**config.mk**
```make
export PLATFORM = sky130hd
export DESIGN_NAME = alu_operand_stage
export DESIGN_NICKNAME = d
export VERILOG_FILES = /design/src/rtl/alu_operand_stage.sv
export SDC_FILE = /design/constraint.sdc
export NUM_CORES = 1
export LEC_CHECK = 0
export CAP_MARGIN = 20
export CORE_MARGIN = 2
export CORE_UTILIZATION = 35
export DETAILED_ROUTE_END_ITERATION = 12
export GPL_ROUTABILITY_DRIVEN = 0
export PLACE_DENSITY_LB_ADDON = 0.15
export SYNTH_ARGS = -nofsm -noshare
export SYNTH_HDL_FRONTEND = slang
export SYNTH_SLANG_ARGS = --single-unit
```
**constraint.sdc**
```tcl
create_clock -name clk -period 2.2 [get_ports clk]
set_input_delay 0.44 -clock clk [delete_from_list [all_inputs] [get_ports clk]]
set_output_delay 0.44 -clock clk [all_outputs]
set_load 0.05 [all_outputs]
```
**src/rtl/alu_operand_stage.sv**
```systemverilog
// Registered ALU operand selector with valid/ready handshakes.
// Memory-sourced operands stall in WAIT_DATA until mem_valid delivers the data word.
module alu_operand_stage #(
    parameter int unsigned WIDTH    = 16,
    parameter int unsigned IMM_W    = 4,
    parameter int unsigned IMM_SEXT = 0
) (
    input  logic             clk,
    input  logic             rst_n,
    input  logic             flush,
    input  logic             in_valid,
    output logic             in_ready,
    input  logic [2:0]       in_sel,
    input  logic [IMM_W-1:0] in_imm,
    input  logic [WIDTH-1:0] in_sr,
    input  logic [WIDTH-1:0] in_dr,
    input  logic [WIDTH-1:0] in_pc,
    input  logic [WIDTH-1:0] in_offset,
    input  logic             mem_valid,
    input  logic [WIDTH-1:0] mem_data,
    output logic             out_valid,
    input  logic             out_ready,
    output logic [WIDTH-1:0] alu_sr,
    output logic [WIDTH-1:0] alu_dr,
    output logic [2:0]       out_sel
);

    localparam int unsigned SEL_W = 3;

    typedef enum logic {S_IDLE = 1'b0, S_WAIT = 1'b1} state_t;

    state_t             r_state;
    state_t             w_state_nxt;
    logic [SEL_W-1:0]   r_pend_sel;
    logic [WIDTH-1:0]   r_pend_dr;
    logic [WIDTH-1:0]   r_data_hold;
    logic               r_data_ok;
    logic               r_out_valid;
    logic [WIDTH-1:0]   r_alu_sr;
    logic [WIDTH-1:0]   r_alu_dr;
    logic [SEL_W-1:0]   r_out_sel;

    logic [WIDTH-1:0]   w_immx;
    logic               w_out_free;
    logic               w_accept;
    logic               w_is_data;
    logic               w_load_now;
    logic               w_go_wait;
    logic               w_pend_fire;
    logic               w_load;
    logic [WIDTH-1:0]   w_pend_data;
    logic [WIDTH-1:0]   w_nxt_sr;
    logic [WIDTH-1:0]   w_nxt_dr;
    logic [SEL_W-1:0]   w_nxt_sel;

    // (sr, dr) operand pair for a select code
    function automatic logic [2*WIDTH-1:0] f_pair(
        input logic [SEL_W-1:0] sel,
        input logic [WIDTH-1:0] sr,
        input logic [WIDTH-1:0] dr,
        input logic [WIDTH-1:0] pc,
        input logic [WIDTH-1:0] off,
        input logic [WIDTH-1:0] immx,
        input logic [WIDTH-1:0] data
    );
        logic [WIDTH-1:0] zero;
        zero = '0;
        case (sel)
            3'b000:  f_pair = {sr,   dr};
            3'b001:  f_pair = {sr,   zero};
            3'b010:  f_pair = {zero, dr};
            3'b011:  f_pair = {off,  pc};
            3'b100:  f_pair = {zero, pc};
            3'b101:  f_pair = {zero, data};
            3'b110:  f_pair = {immx, dr};
            default: f_pair = {data, dr};
        endcase
    endfunction

    generate
        if (IMM_SEXT != 0) begin : g_sext
            assign w_immx = {{(WIDTH-IMM_W){in_imm[IMM_W-1]}}, in_imm};
        end else begin : g_zext
            assign w_immx = WIDTH'(in_imm);
        end
    endgenerate

    assign w_out_free  = !r_out_valid || out_ready;
    assign in_ready    = (r_state == S_IDLE) && w_out_free && !flush;
    assign w_accept    = in_valid && in_ready;
    assign w_is_data   = in_sel[2] && in_sel[0];
    assign w_pend_data = mem_valid ? mem_data : r_data_hold;

    always_ff @(posedge clk or negedge rst_n) begin
        if (!rst_n) r_state <= S_IDLE;
        else        r_state <= w_state_nxt;
    end

    always_comb begin
        w_state_nxt = r_state;
        if (flush) begin
            w_state_nxt = S_IDLE;
        end else begin
            case (r_state)
                S_IDLE:  if (w_go_wait)   w_state_nxt = S_WAIT;
                S_WAIT:  if (w_pend_fire) w_state_nxt = S_IDLE;
                default: w_state_nxt = S_IDLE;
            endcase
        end
    end

    // Load decisions and the operand pair to capture
    always_comb begin
        w_load_now  = w_accept && (!w_is_data || mem_valid);
        w_go_wait   = w_accept && w_is_data && !mem_valid;
        w_pend_fire = !flush && (r_state == S_WAIT) && (r_data_ok || mem_valid) && w_out_free;
        w_load      = w_load_now || w_pend_fire;
        w_nxt_sel   = in_sel;
        {w_nxt_sr, w_nxt_dr} = f_pair(in_sel, in_sr, in_dr, in_pc, in_offset, w_immx, mem_data);
        if (w_pend_fire) begin
            w_nxt_sel = r_pend_sel;
            {w_nxt_sr, w_nxt_dr} = f_pair(r_pend_sel, '0, r_pend_dr, '0, '0, '0, w_pend_data);
        end
    end

    always_ff @(posedge clk or negedge rst_n) begin
        if (!rst_n) begin
            r_pend_sel  <= '0;
            r_pend_dr   <= '0;
            r_data_hold <= '0;
            r_data_ok   <= 1'b0;
        end else begin
            if (w_go_wait) begin
                r_pend_sel <= in_sel;
                r_pend_dr  <= in_dr;
            end
            if (flush) begin
                r_data_ok <= 1'b0;
            end else if (r_state == S_WAIT) begin
                if (w_pend_fire) begin
                    r_data_ok <= 1'b0;
                end else if (mem_valid) begin
                    r_data_ok   <= 1'b1;
                    r_data_hold <= mem_data;
                end
            end
        end
    end

    // Output register: flush drops, load refills, consume drains
    always_ff @(posedge clk or negedge rst_n) begin
        if (!rst_n) begin
            r_out_valid <= 1'b0;
            r_alu_sr    <= '0;
            r_alu_dr    <= '0;
            r_out_sel   <= '0;
        end else if (flush) begin
            r_out_valid <= 1'b0;
        end else if (w_load) begin
            r_out_valid <= 1'b1;
            r_alu_sr    <= w_nxt_sr;
            r_alu_dr    <= w_nxt_dr;
            r_out_sel   <= w_nxt_sel;
        end else if (r_out_valid && out_ready) begin
            r_out_valid <= 1'b0;
        end
    end

    assign out_valid = r_out_valid;
    assign alu_sr    = r_alu_sr;
    assign alu_dr    = r_alu_dr;
    assign out_sel   = r_out_sel;

endmodule

```
==> out/metrics.yaml <==
synthesis:
  ys_types: 34
  synth_fp_nets: 491
  seq_area_frac_synth_pct: 42.49
  synth_async_sr_flop_share_pct: 100.0
  netlist_instances: 398
  synth_edf_count: 0
  yosys_warnings: 0
  synth_top_area_share_pct: 42.49
  yosys-top-cells-area: "dfrtp_1 42%, mux2_2 8.4%, a221o_1 7.5%"
  postSynthAreaPerCell_um2: 10.80
  syn_area_um2: 4299
  yosys_most_used_dff: "dfrtp_1"
  ys_ff_latch: 73
  yosysTopAreaCell: "dfrtp_1"
clock_tree:
  cts_inserted_buffers: 9
  hold_buffers: 0
  root_buffer: "clkbuf_16"
  cts_sinks: 73
  clk_latency_ps: 330
  cts_tree: "done"
  cts_buffer_depth: 2
  htreeDepth: 3
  cts_setup_buffers: 0
  cts.clk_slew.worst_paths_ps: 60
  postCtsResizedCells: 0
timing:
  hold_viol_final: 0
  drv_slew: 0
  rsz0062_at_grt: "no"
  fin_crit_sh_pct: 89.74
  tightest_slew_ps: 692.1
  fmax_mhz: 506.5
  setup_viol: 0
  max_slew_margin_pct: 53.81
  hold_slack_ps: 108.5
  timing.final.crit_period_ps: 1974
  clock_skew_ps: 3.752
floorplan:
  die_y_um: 114.8
  core_um2: 12010
  ios: 130
  start_util_pct: 35.79
  dieArea_um2: 13190
  fp-row-count: 40
  chipWidth_um: 114.8
detailed_routing:
  drtAntennaViolNets: 0
  first_pass_iters: 5
  wl_per_cell_um: 20.72
  num_vias: 3972
  drc: 0
  vias_per_cell: 5.707
  totalWireLength_um: 14420
  initialDrtViolationCount: 239
grt:
  grt.busiest_layer: "met2"
  grt_use_met3_pct: 4.586
  grt_max_degree: 43
  grt_pass1_wl_um: 22830
  use_met1_pct: 33.63
  grt_pass1_vias: 4023
  grt_overflow: 0
  grt_use_total_pct: 22.54
  antenna_found_initial: 0
  grt_util_met2_pct: 34.56
cells_and_area:
  final_cells: 696
  diodes: 0
  drive_gt1_share_pct: 24.41
  fin_area_um2: 6304
  area_growth_pct: 46.62
  finalNetCount: 637
  utilization_pct: 52.48
critical_path:
  startpoint_type: "primary input"
  worstPathRequired_ps: 1760
  reg2reg_slack_ps: 460
  end_kind: "primary output"
  timing.rr.start: "r_state$_DFF_PN0_"
  cp_data_arrival_time_ps: 1530
  rr_endpoint: "r_pend_dr[10]$_DFFE_PN0P_"
  critical_path_class: "in2out"
  r2r.worst_path.cells: 4
  cp_max_fo: 4
status:
  status: "complete, no violations"
placed_design:
  placed_cell_area_um2: 5987
  place.port_buffers: 129
  dp_hpwl_um: 10700
  dp.cells: 680
job:
  max-cap-violations: 0
pwr:
  p_leak_nw: 2.589
  ir_drop_mv: 0.4081
  power_density_nw_per_um2: 843.5
hold_path:
  min_path_type: "in2async"
==> metal layers <==
metal | routed length, um | vias to the layer above
li1 | - | 1846
met1 | 6796 | 1973
met2 | 6650 | 143
met3 | 888 | 10
met4 | 87 | 0
met5 | 0 | -
==> synth_stat cells, drive strengths merged, types with 2 or more instances <==
| master | count |
|---|---|
| clkbuf | 18 |
| buf | 19 |
| nor2 | 4 |
| nand3 | 5 |
| inv | 2 |
| a22oi | 4 |
| a211oi | 21 |
| a32oi | 12 |
| a221o | 32 |
| nand2b | 7 |
| dfrtp | 73 |
| nand2 | 18 |
| o221a | 16 |
| mux2i | 3 |
| and2 | 4 |
| o22ai | 16 |
| o21ai | 25 |
| a21oi | 33 |
| mux2 | 49 |
| nor2b | 32 |
==> layout make-up <==
type / instances / area [um^2]
well taps: 147 / 183.9
repair buffers: 172 / 1679
inverters: 2 / 7.507
multi-input cells: 286 / 2290
clock buffers: 12 / 266.5
clock inverters: 4 / 50.05
flip-flops and latches: 73 / 1827
fillers: 1112 / 5708
==> worst max-delay path by stage <==
stage                          startpoint                       end  slack [ps]  depth (start not counted)
detailed placement              mem_valid     alu_sr[9]$_DFFE_PN0P_         -70                          5
global placement                mem_valid  r_pend_dr[9]$_DFFE_PN0P_          -8                          4
CTS                 alu_sr[4]$_DFFE_PN0P_                 alu_sr[4]         210                          1
finish                          out_ready                  in_ready         230                          5
global route                    out_ready                  in_ready         190                          5
floorplan           out_valid$_DFFE_PN0P_  r_pend_dr[0]$_DFFE_PN0P_         340                          5
==> per-stage QoR <==
step	worst slack (ps)	total power, W	TNS (ps)
floorplan	337.4	0.002966	0
global placement	-7.606	0.003759	-97.04
detailed placement	-70.38	0.003797	-1591
CTS	214.9	0.005336	0
global route	191.7	0.005547	0
finish	225.7	0.005317	0
==> registers in the layout, indices dropped and copies added (netlist names) <==
| register | flops |
|---|---|
| alu_dr | 16 |
| alu_sr | 16 |
| r_data_hold | 16 |
| r_pend_dr | 16 |
| out_sel | 3 |
| r_pend_sel | 3 |
| out_valid | 1 |
| r_data_ok | 1 |
| r_state | 1 |
==> cell usage in the layout, fill, tap and decap left out, types with 2 or more instances in the layout <==
cell	count
nand3_1	4
buf_4	39
clkbuf_16	9
o21ai_0	24
o221a_1	2
mux2_2	32
a32oi_1	12
clkbuf_8	3
nand2_1	17
clkdlybuf4s50_1	126
dfrtp_1	73
nor2_1	2
a21oi_1	33
o22ai_1	16
a221o_1	32
nand2b_1	6
mux2i_1	3
inv_1	2
clkinvlp_4	2
a22oi_1	4
and2_1	4
nor2b_1	32
mux2_4	17
a211oi_1	21
buf_12	6
o221a_2	14
==> power by group <==
part	switching [W]	leakage [nW]	internal (W)
clock	0.000564	0.151	0.000969
combinational	0.00104	1.53	0.000887
sequential	0.000198	0.906	0.00166
==> worst max-delay path, stage by stage <==
cell,delay (ps)
clkdlybuf4s50_1,400
nand2b_2,210
buf_4,160
and2_1,170
buf_12,150
==> logic make-up (layout without fill, tap and decap cells) <==
family	Yosys count	count (layout)	share of synthesized area, %
multiplexers	52	52	15.02
AO/OA/AOI/OAI	161	161	28.38
AND/OR/NAND/NOR	73	73	9.866
buffers and inverters	39	190	4.249
flip-flops	73	73	42.49
No activity file was read; power rests on OpenSTA's default activity.
